===== src/rtl/apb_gpio_irq.sv =====
// APB3 GPIO peripheral: per-pin direction, synchronised inputs, edge interrupts
// with write-1-to-clear status, programmable wait states and an error response.
module apb_gpio_irq #(
    parameter int DATA_W      = 8,
    parameter int ADDR_W      = 8,
    parameter int WAIT_STATES = 0
) (
    input  logic              PCLK,
    input  logic              PRESETn,
    input  logic              PSEL,
    input  logic              PENABLE,
    input  logic              PWRITE,
    input  logic [ADDR_W-1:0] PADDR,
    input  logic [DATA_W-1:0] PWDATA,
    output logic [DATA_W-1:0] PRDATA,
    output logic              PREADY,
    output logic              PSLVERR,
    input  logic [DATA_W-1:0] gpio_in,
    output logic [DATA_W-1:0] gpio_out,
    output logic [DATA_W-1:0] gpio_oe,
    output logic              irq
);

    localparam int               CNT_W    = 4;
    localparam logic [CNT_W-1:0] WAIT_MAX = CNT_W'(WAIT_STATES);

    localparam logic [2:0] IDX_DATA_OUT = 3'd0;
    localparam logic [2:0] IDX_DIR      = 3'd1;
    localparam logic [2:0] IDX_DATA_IN  = 3'd2;
    localparam logic [2:0] IDX_IRQ_EN   = 3'd3;
    localparam logic [2:0] IDX_IRQ_EDGE = 3'd4;
    localparam logic [2:0] IDX_IRQ_STAT = 3'd5;

    logic [DATA_W-1:0] data_out_q, data_out_d;
    logic [DATA_W-1:0] dir_q, dir_d;
    logic [DATA_W-1:0] irq_en_q, irq_en_d;
    logic [DATA_W-1:0] irq_edge_q, irq_edge_d;
    logic [DATA_W-1:0] irq_status_q, irq_status_d;
    logic [DATA_W-1:0] sync1_q, sync2_q, sync3_q;
    logic [CNT_W-1:0]  cnt_q, cnt_d;
    logic              irq_q, irq_d;

    logic              access;
    logic              ready;
    logic              upper_zero;
    logic              mapped;
    logic              wr_commit;
    logic [2:0]        idx;
    logic [DATA_W-1:0] evt;
    logic [DATA_W-1:0] w1c_mask;
    logic [DATA_W-1:0] rd_mux;

    assign idx    = PADDR[2:0];
    assign access = PSEL & PENABLE;
    assign ready  = access & (cnt_q == WAIT_MAX);

    generate
        if (ADDR_W > 3) begin : g_upper
            assign upper_zero = ~|PADDR[ADDR_W-1:3];
        end else begin : g_no_upper
            assign upper_zero = 1'b1;
        end
    endgenerate

    assign mapped    = upper_zero & (idx <= IDX_IRQ_STAT);
    assign wr_commit = ready & PWRITE & mapped;

    // Edge detect on the synchronised pair; only input pins with IRQ_EN set can fire.
    genvar gi;
    generate
        for (gi = 0; gi < DATA_W; gi++) begin : g_evt
            logic rise, fall;
            assign rise    = sync2_q[gi] & ~sync3_q[gi];
            assign fall    = ~sync2_q[gi] & sync3_q[gi];
            assign evt[gi] = ~dir_q[gi] & irq_en_q[gi] & (irq_edge_q[gi] ? rise : fall);
        end
    endgenerate

    assign w1c_mask = (wr_commit && idx == IDX_IRQ_STAT) ? PWDATA : '0;

    always_comb begin
        data_out_d = data_out_q;
        dir_d      = dir_q;
        irq_en_d   = irq_en_q;
        irq_edge_d = irq_edge_q;
        cnt_d      = '0;

        if (access) begin
            cnt_d = (cnt_q == WAIT_MAX) ? cnt_q : cnt_q + CNT_W'(1);
        end

        if (wr_commit) begin
            case (idx)
                IDX_DATA_OUT: data_out_d = PWDATA;
                IDX_DIR:      dir_d      = PWDATA;
                IDX_IRQ_EN:   irq_en_d   = PWDATA;
                IDX_IRQ_EDGE: irq_edge_d = PWDATA;
                default:      ;
            endcase
        end

        // A set arriving in the same cycle as its W1C clear takes priority.
        irq_status_d = (irq_status_q & ~w1c_mask) | evt;
        irq_d        = |(irq_status_q & irq_en_q);
    end

    always_ff @(posedge PCLK or negedge PRESETn) begin
        if (!PRESETn) begin
            data_out_q   <= '0;
            dir_q        <= '0;
            irq_en_q     <= '0;
            irq_edge_q   <= '0;
            irq_status_q <= '0;
            sync1_q      <= '0;
            sync2_q      <= '0;
            sync3_q      <= '0;
            cnt_q        <= '0;
            irq_q        <= 1'b0;
        end else begin
            data_out_q   <= data_out_d;
            dir_q        <= dir_d;
            irq_en_q     <= irq_en_d;
            irq_edge_q   <= irq_edge_d;
            irq_status_q <= irq_status_d;
            sync1_q      <= gpio_in;
            sync2_q      <= sync1_q;
            sync3_q      <= sync2_q;
            cnt_q        <= cnt_d;
            irq_q        <= irq_d;
        end
    end

    always_comb begin
        rd_mux = '0;
        if (mapped) begin
            case (idx)
                IDX_DATA_OUT: rd_mux = data_out_q;
                IDX_DIR:      rd_mux = dir_q;
                IDX_DATA_IN:  rd_mux = sync2_q;
                IDX_IRQ_EN:   rd_mux = irq_en_q;
                IDX_IRQ_EDGE: rd_mux = irq_edge_q;
                IDX_IRQ_STAT: rd_mux = irq_status_q;
                default:      rd_mux = '0;
            endcase
        end
    end

    assign PREADY   = ready;
    assign PRDATA   = ready ? rd_mux : '0;
    assign PSLVERR  = ready & ~mapped;
    assign gpio_out = data_out_q;
    assign gpio_oe  = dir_q;
    assign irq      = irq_q;

endmodule


===== config.mk =====
export PLATFORM = sky130hd
export DESIGN_NAME = apb_gpio_irq
export DESIGN_NICKNAME = d
export VERILOG_FILES = /design/src/rtl/apb_gpio_irq.sv
export SDC_FILE = /design/constraint.sdc
export NUM_CORES = 1
export LEC_CHECK = 0
export BUFFER_PORTS_ARGS = -buffer_cell sky130_fd_sc_hd__buf_2
export CORE_MARGIN = 1.5
export CORE_UTILIZATION = 60
export CTS_CLUSTER_SIZE = 24
export DETAILED_ROUTE_END_ITERATION = 7
export PLACE_DENSITY = 0.81
export RECOVER_POWER = 50
export SYNTH_ARGS = -nofsm -noshare
export SYNTH_HDL_FRONTEND = slang
export SYNTH_SLANG_ARGS = --single-unit

===== constraint.sdc =====
create_clock -name PCLK -period 9.2 [get_ports PCLK]
set_clock_uncertainty 0.2 [all_clocks]
set_input_delay 2.76 -clock PCLK [delete_from_list [all_inputs] [get_ports PCLK]]
set_output_delay 2.76 -clock PCLK [all_outputs]
set_load 0.1 [all_outputs]

# Word-level counts from Yosys, hierarchy flattened
# Index checks and enable logic that the tools add are counted.
# W data, S select, Z words.
totals:
  regBits: 69
  latchBits: 0
  ram_bits: 0
  mem_bits_ro: 0
  n_memories: 0
op_classes:
  addsub: 1
  n_mul: 0
  div: 0
  order_cmp: 1
  eq_ne: 6
  shift: 0
  mux: 14
  bitwise: 67
  n_reduce_logical: 10
op_table:
  columns: ["cell", "count"]
  rows:
  - ["$pmux W8 S6", 1]
  - ["$and A1 B1 Y1", 38]
  - ["$not A1 Y1", 25]
  - ["$mux W8", 3]
  - ["$and A8 B8 Y8", 2]
  - ["$mux W1", 8]
  - ["$mux W4", 2]
  - ["$not A8 Y8", 1]
  - ["$or A8 B8 Y8", 1]
  - ["$reduce_and A2 Y1", 4]
  - ["$reduce_or A8 Y1", 1]
  - ["$eq A3 B2 Y1 const B", 2]
  - ["$eq A3 B3 Y1 const B", 2]
  - ["$reduce_or A5 Y1", 1]
  - ["$add A4 B1 Y4 const B", 1]
  - ["$logic_not A4 Y1", 1]
  - ["$eq A3 B1 Y1 const B", 1]
  - ["$le A3 B3 Y1 const B", 1]
  - ["$logic_not A3 Y1", 1]
  - ["$ne A2 B2 Y1 const B", 1]
  - ["$logic_and A1 B1 Y1", 1]
  - ["$logic_not A1 Y1", 1]

# Longest topological paths before layout
logic_depth:
  ltp_word: 9
  ltp_mapped: 7
  ltp_nobuf: 6

# Worst setup path after synthesis
# OpenSTA, ideal clock, no wires.
synth_path:
  path_kind: "input to output"
  from: "input port PSEL"
  to: "output port PSLVERR"
  arrival_ps: 7342
  t_required_ps: 6240
  path_slack_ps: -1102
  stages: 3
  n_path_buf: 0
  cell_sequence: "nand2_1 -> nor3_1 -> a21boi_0"
synth_via:
  elab_chain_cells: 3
synth_rtl:
  columns: ["item", "line", "source"]
  rows:
  - ["start, declared", "10", "input logic PSEL,"]
  - ["$and A1 B1 Y1", "54", "assign access = PSEL & PENABLE;"]
  - ["$and A1 B1 Y1", "55", "assign ready = access & (cnt_q == WAIT_MAX);"]
  - ["named net PREADY", "16", "output logic PREADY,"]
  - ["$and A1 B1 Y1", "150", "assign PSLVERR = ready & ~mapped;"]
  - ["end, declared", "17", "output logic PSLVERR,"]
# The timed path passes the listed nets, and every way through them passes these cells.

# Worst setup path after layout
layout_path:
  from: "input port PADDR[2]"
  to: "output port PRDATA[1]"
layout_via:
  elab_chain_cells: 4
layout_rtl:
  columns: ["item", "line", "source"]
  rows:
  - ["start, declared", "13", "input logic [ADDR_W-1:0] PADDR,"]
  - ["$le A3 B3 Y1, or another cell as far along", "65", "assign mapped = upper_zero & (idx <= IDX_IRQ_STAT);"]
  - ["$and A1 B1 Y1 / $pmux W8 S6 (equally long branches)", "65, 136", null]
  - ["$mux W8 *", "135", "if (mapped) begin"]
  - ["$mux W8 *", "149", "assign PRDATA = ready ? rd_mux : '0;"]
  - ["end, declared", "15", "output logic [DATA_W-1:0] PRDATA,"]
# Every way passes the cells marked *; elsewhere a longest branch is shown, timed or not.

==> impl_metrics.ini <==
[power]
vdd_drop_max_mv = 0.118
power.density_mw_per_mm2 = 160
total_power_w = 0.000585
power.static_leakage_nw = 1.81

[synthesis]
synth_ff_type = dfrtp_1
syn_area_mm2 = 0.00315
ys_ff_latch = 69
mappedNetlistNets = 280
ys_types = 39
yosys_warnings = 0
avgSynthCellArea_um2 = 12.6
synth-edff-count = 0
syn_inst = 249
synth_seq_area_share = 0.548
synthArstFlopShare = 1.00

[clock_network]
post_cts.repair.setup_buffers = 0
clk_pin_slew_ns = 0.06
ctsResizeCount = 0
cts.sinks = 69
cts_hold_buf = 0
clk_latency_ns = 0.34
cts_tree = built
htree_levels = 3
cts_made_buffers = 9
cts_buffer_depth = 2
cts-root-buf = clkbuf_8

[routing]
first_pass_iters = 4
wl_um = 6510
vias = 2290
via_per_inst = 6.01
drc_errors = 0
routedWlPerCell_um = 17.1
drt_iter0_drc = 122
ant_nets = 0

[job]
drv_cap = 1

[setup_path]
crit_path_start_kind = primary input
critPathKind = in -> out
cp_max_fo = 12
crit_arrival_ns = 4.95
cp_slowest_cell = nor2_1
crit_required_ns = 6.24
critPathCaptureType = output pin
cpPeakStageDelay_ns = 0.67
worstPathCellList = buf_2 > clkinv_1 > nor2_1 > a221oi_1 > a211oi_1 > buf_2
crit_path_frequent_cell = buf_2

[timing]
tns_ns = 0
rsz0062_at_grt = no
slew_headroom = -1.37
hold_viol = 0
fmax_mhz = 126
drv_slew = 70
hold_slack_ns = 0.149
setup_viol = 0
tightest_slew_ns = 3.56
min_period_ns = 7.91
fin_crit_sh = 0.860

[floorplanning]
rows = 26
fp.dieW_um = 75.5
die_area_mm2 = 0.00569
die_h_um = 75.5
coreArea_mm2 = 0.00507
pin_count = 56
start_util = 0.621

[final_layout]
mostFrequentLayoutCells = dfrtp_1 (69), buf_2 (55), mux2_2 (43)
fin_util = 0.720
finalNonFillerCells = 381
mostFrequentLayoutCell = dfrtp_1
seq_area_mm2 = 0.00173
areaGrowthSynthToFinish_pct = 16.1
n_fill_cell = 380
multi_input_area_mm2 = 0.00138
drive_above_1_share = 0.376
final_nets = 337
num_antenna_cells = 0

[hold_path]
min-delay-path-class = reg -> reg

[grt]
overflow = 0
grt_max_degree = 70
first_global_vias = 2179
grt_pass1_wl_um = 10300
antenna_found_initial = 0
grt_use_total = 0.253

[run_status]
violations = max-capacitance violations, max-slew violations
outcome = complete, but fails checks

[placed_design]
placedCellCount = 365
dp_hpwl_um = 4380
gp_congestion = 0.811
io_buffers = 55
-- sequential cells by signal, summed over array words and instances (netlist names) --
name / cells
gpio_oe: 8
gpio_out: 8
irq_edge_q: 8
irq_en_q: 8
irq_status_q: 8
sync1_q: 8
sync2_q: 8
sync3_q: 8
cnt_q: 4
irq: 1
-- metal layers --
metal / share of wire / global-route usage / wire length [um]
met1: 0.44 / 0.316 / 2860
met2: 0.48 / 0.398 / 3100
met3: 0.064 / 0.0913 / 416
met4: 0.020 / 0.113 / 131
met5: 0 / 0 / 0
-- synthesized netlist by cell type, types with 2 or more instances --
library cell	n	share of area
buf_2	2	0.0032
a21oi_1	3	0.0048
inv_1	3	0.0036
a222oi_1	4	0.013
dfrtp_1	69	0.55
o21ai_0	4	0.0064
nor2_1	14	0.017
nand3_1	5	0.0079
nand4b_4	2	0.015
clkbuf_1	3	0.0036
nand4_1	9	0.018
nor2b_1	9	0.018
o22ai_1	8	0.016
mux2_2	43	0.15
nand2b_1	10	0.020
ha_1	2	0.0079
nand2_1	11	0.013
buf_1	4	0.0048
a22oi_1	9	0.021
o22a_1	3	0.0083
mux2i_1	7	0.022
a22o_1	8	0.022
-- cell type report --
cell class	instances	area share
Tap cell	70	0.0240
Clock inverter	1	0.00137
Sequential cell	69	0.472
Inverter	4	0.00411
Clock buffer	15	0.0455
Multi-Input combinational cell	166	0.376
Timing Repair Buffer	56	0.0763
-- logic make-up after synthesis --
logic type	synth area share
AOI/OAI and AO/OA	0.0993
xor gates and xnor gates	0.00556
adders and majority gates	0.00794
buffers and inverters	0.0187
DFF	0.548
muxes	0.176
and+or+nand+nor	0.144
-- path summary, 6_finish.rpt --
check | depth (start not counted) | slack, ns | start | to
setup reg to reg | 6 | 6.10 | cnt_q[0] | gpio_oe[5]
max in group asynchronous | 2 | 3.27 | PRESETn | gpio_out[4]
min in group asynchronous | 2 | 3.53 | PRESETn | sync3_q[0]
hold reg to reg | 0 | 0.15 | sync1_q[6] | sync2_q[6]
hold / removal | 0 | 0.15 | sync1_q[6] | sync2_q[6]
setup / recovery | 6 | 1.29 | PADDR[2] | PRDATA[1]
-- report_power, final --
part / switching, W / internal [W] / leakage [nW]
registers: 0.00000701 / 0.000313 / 0.906
clock network: 0.000103 / 0.000113 / 0.0877
logic: 0.0000334 / 0.0000165 / 0.815
total: 0.000143 / 0.000442 / 1.81
-- stage by stage --
stage / area [um^2] / setup slack, ns
final: 3650 / 1.29
after floorplan: 3160 / 0.220
after global placement: 3490 / 1.40
after global routing: 3650 / 1.17
after detailed placement: 3490 / 1.35
after CTS: 3660 / 1.32
-- critical path, delay by kind of cell --
kind | cells | cell delay, ns
buffers and inverters | 3 | 1.07
AND/OR/NAND/NOR | 1 | 0.67
AO/OA/AOI/OAI | 2 | 0.45
Power figures use the tool's default switching activity.
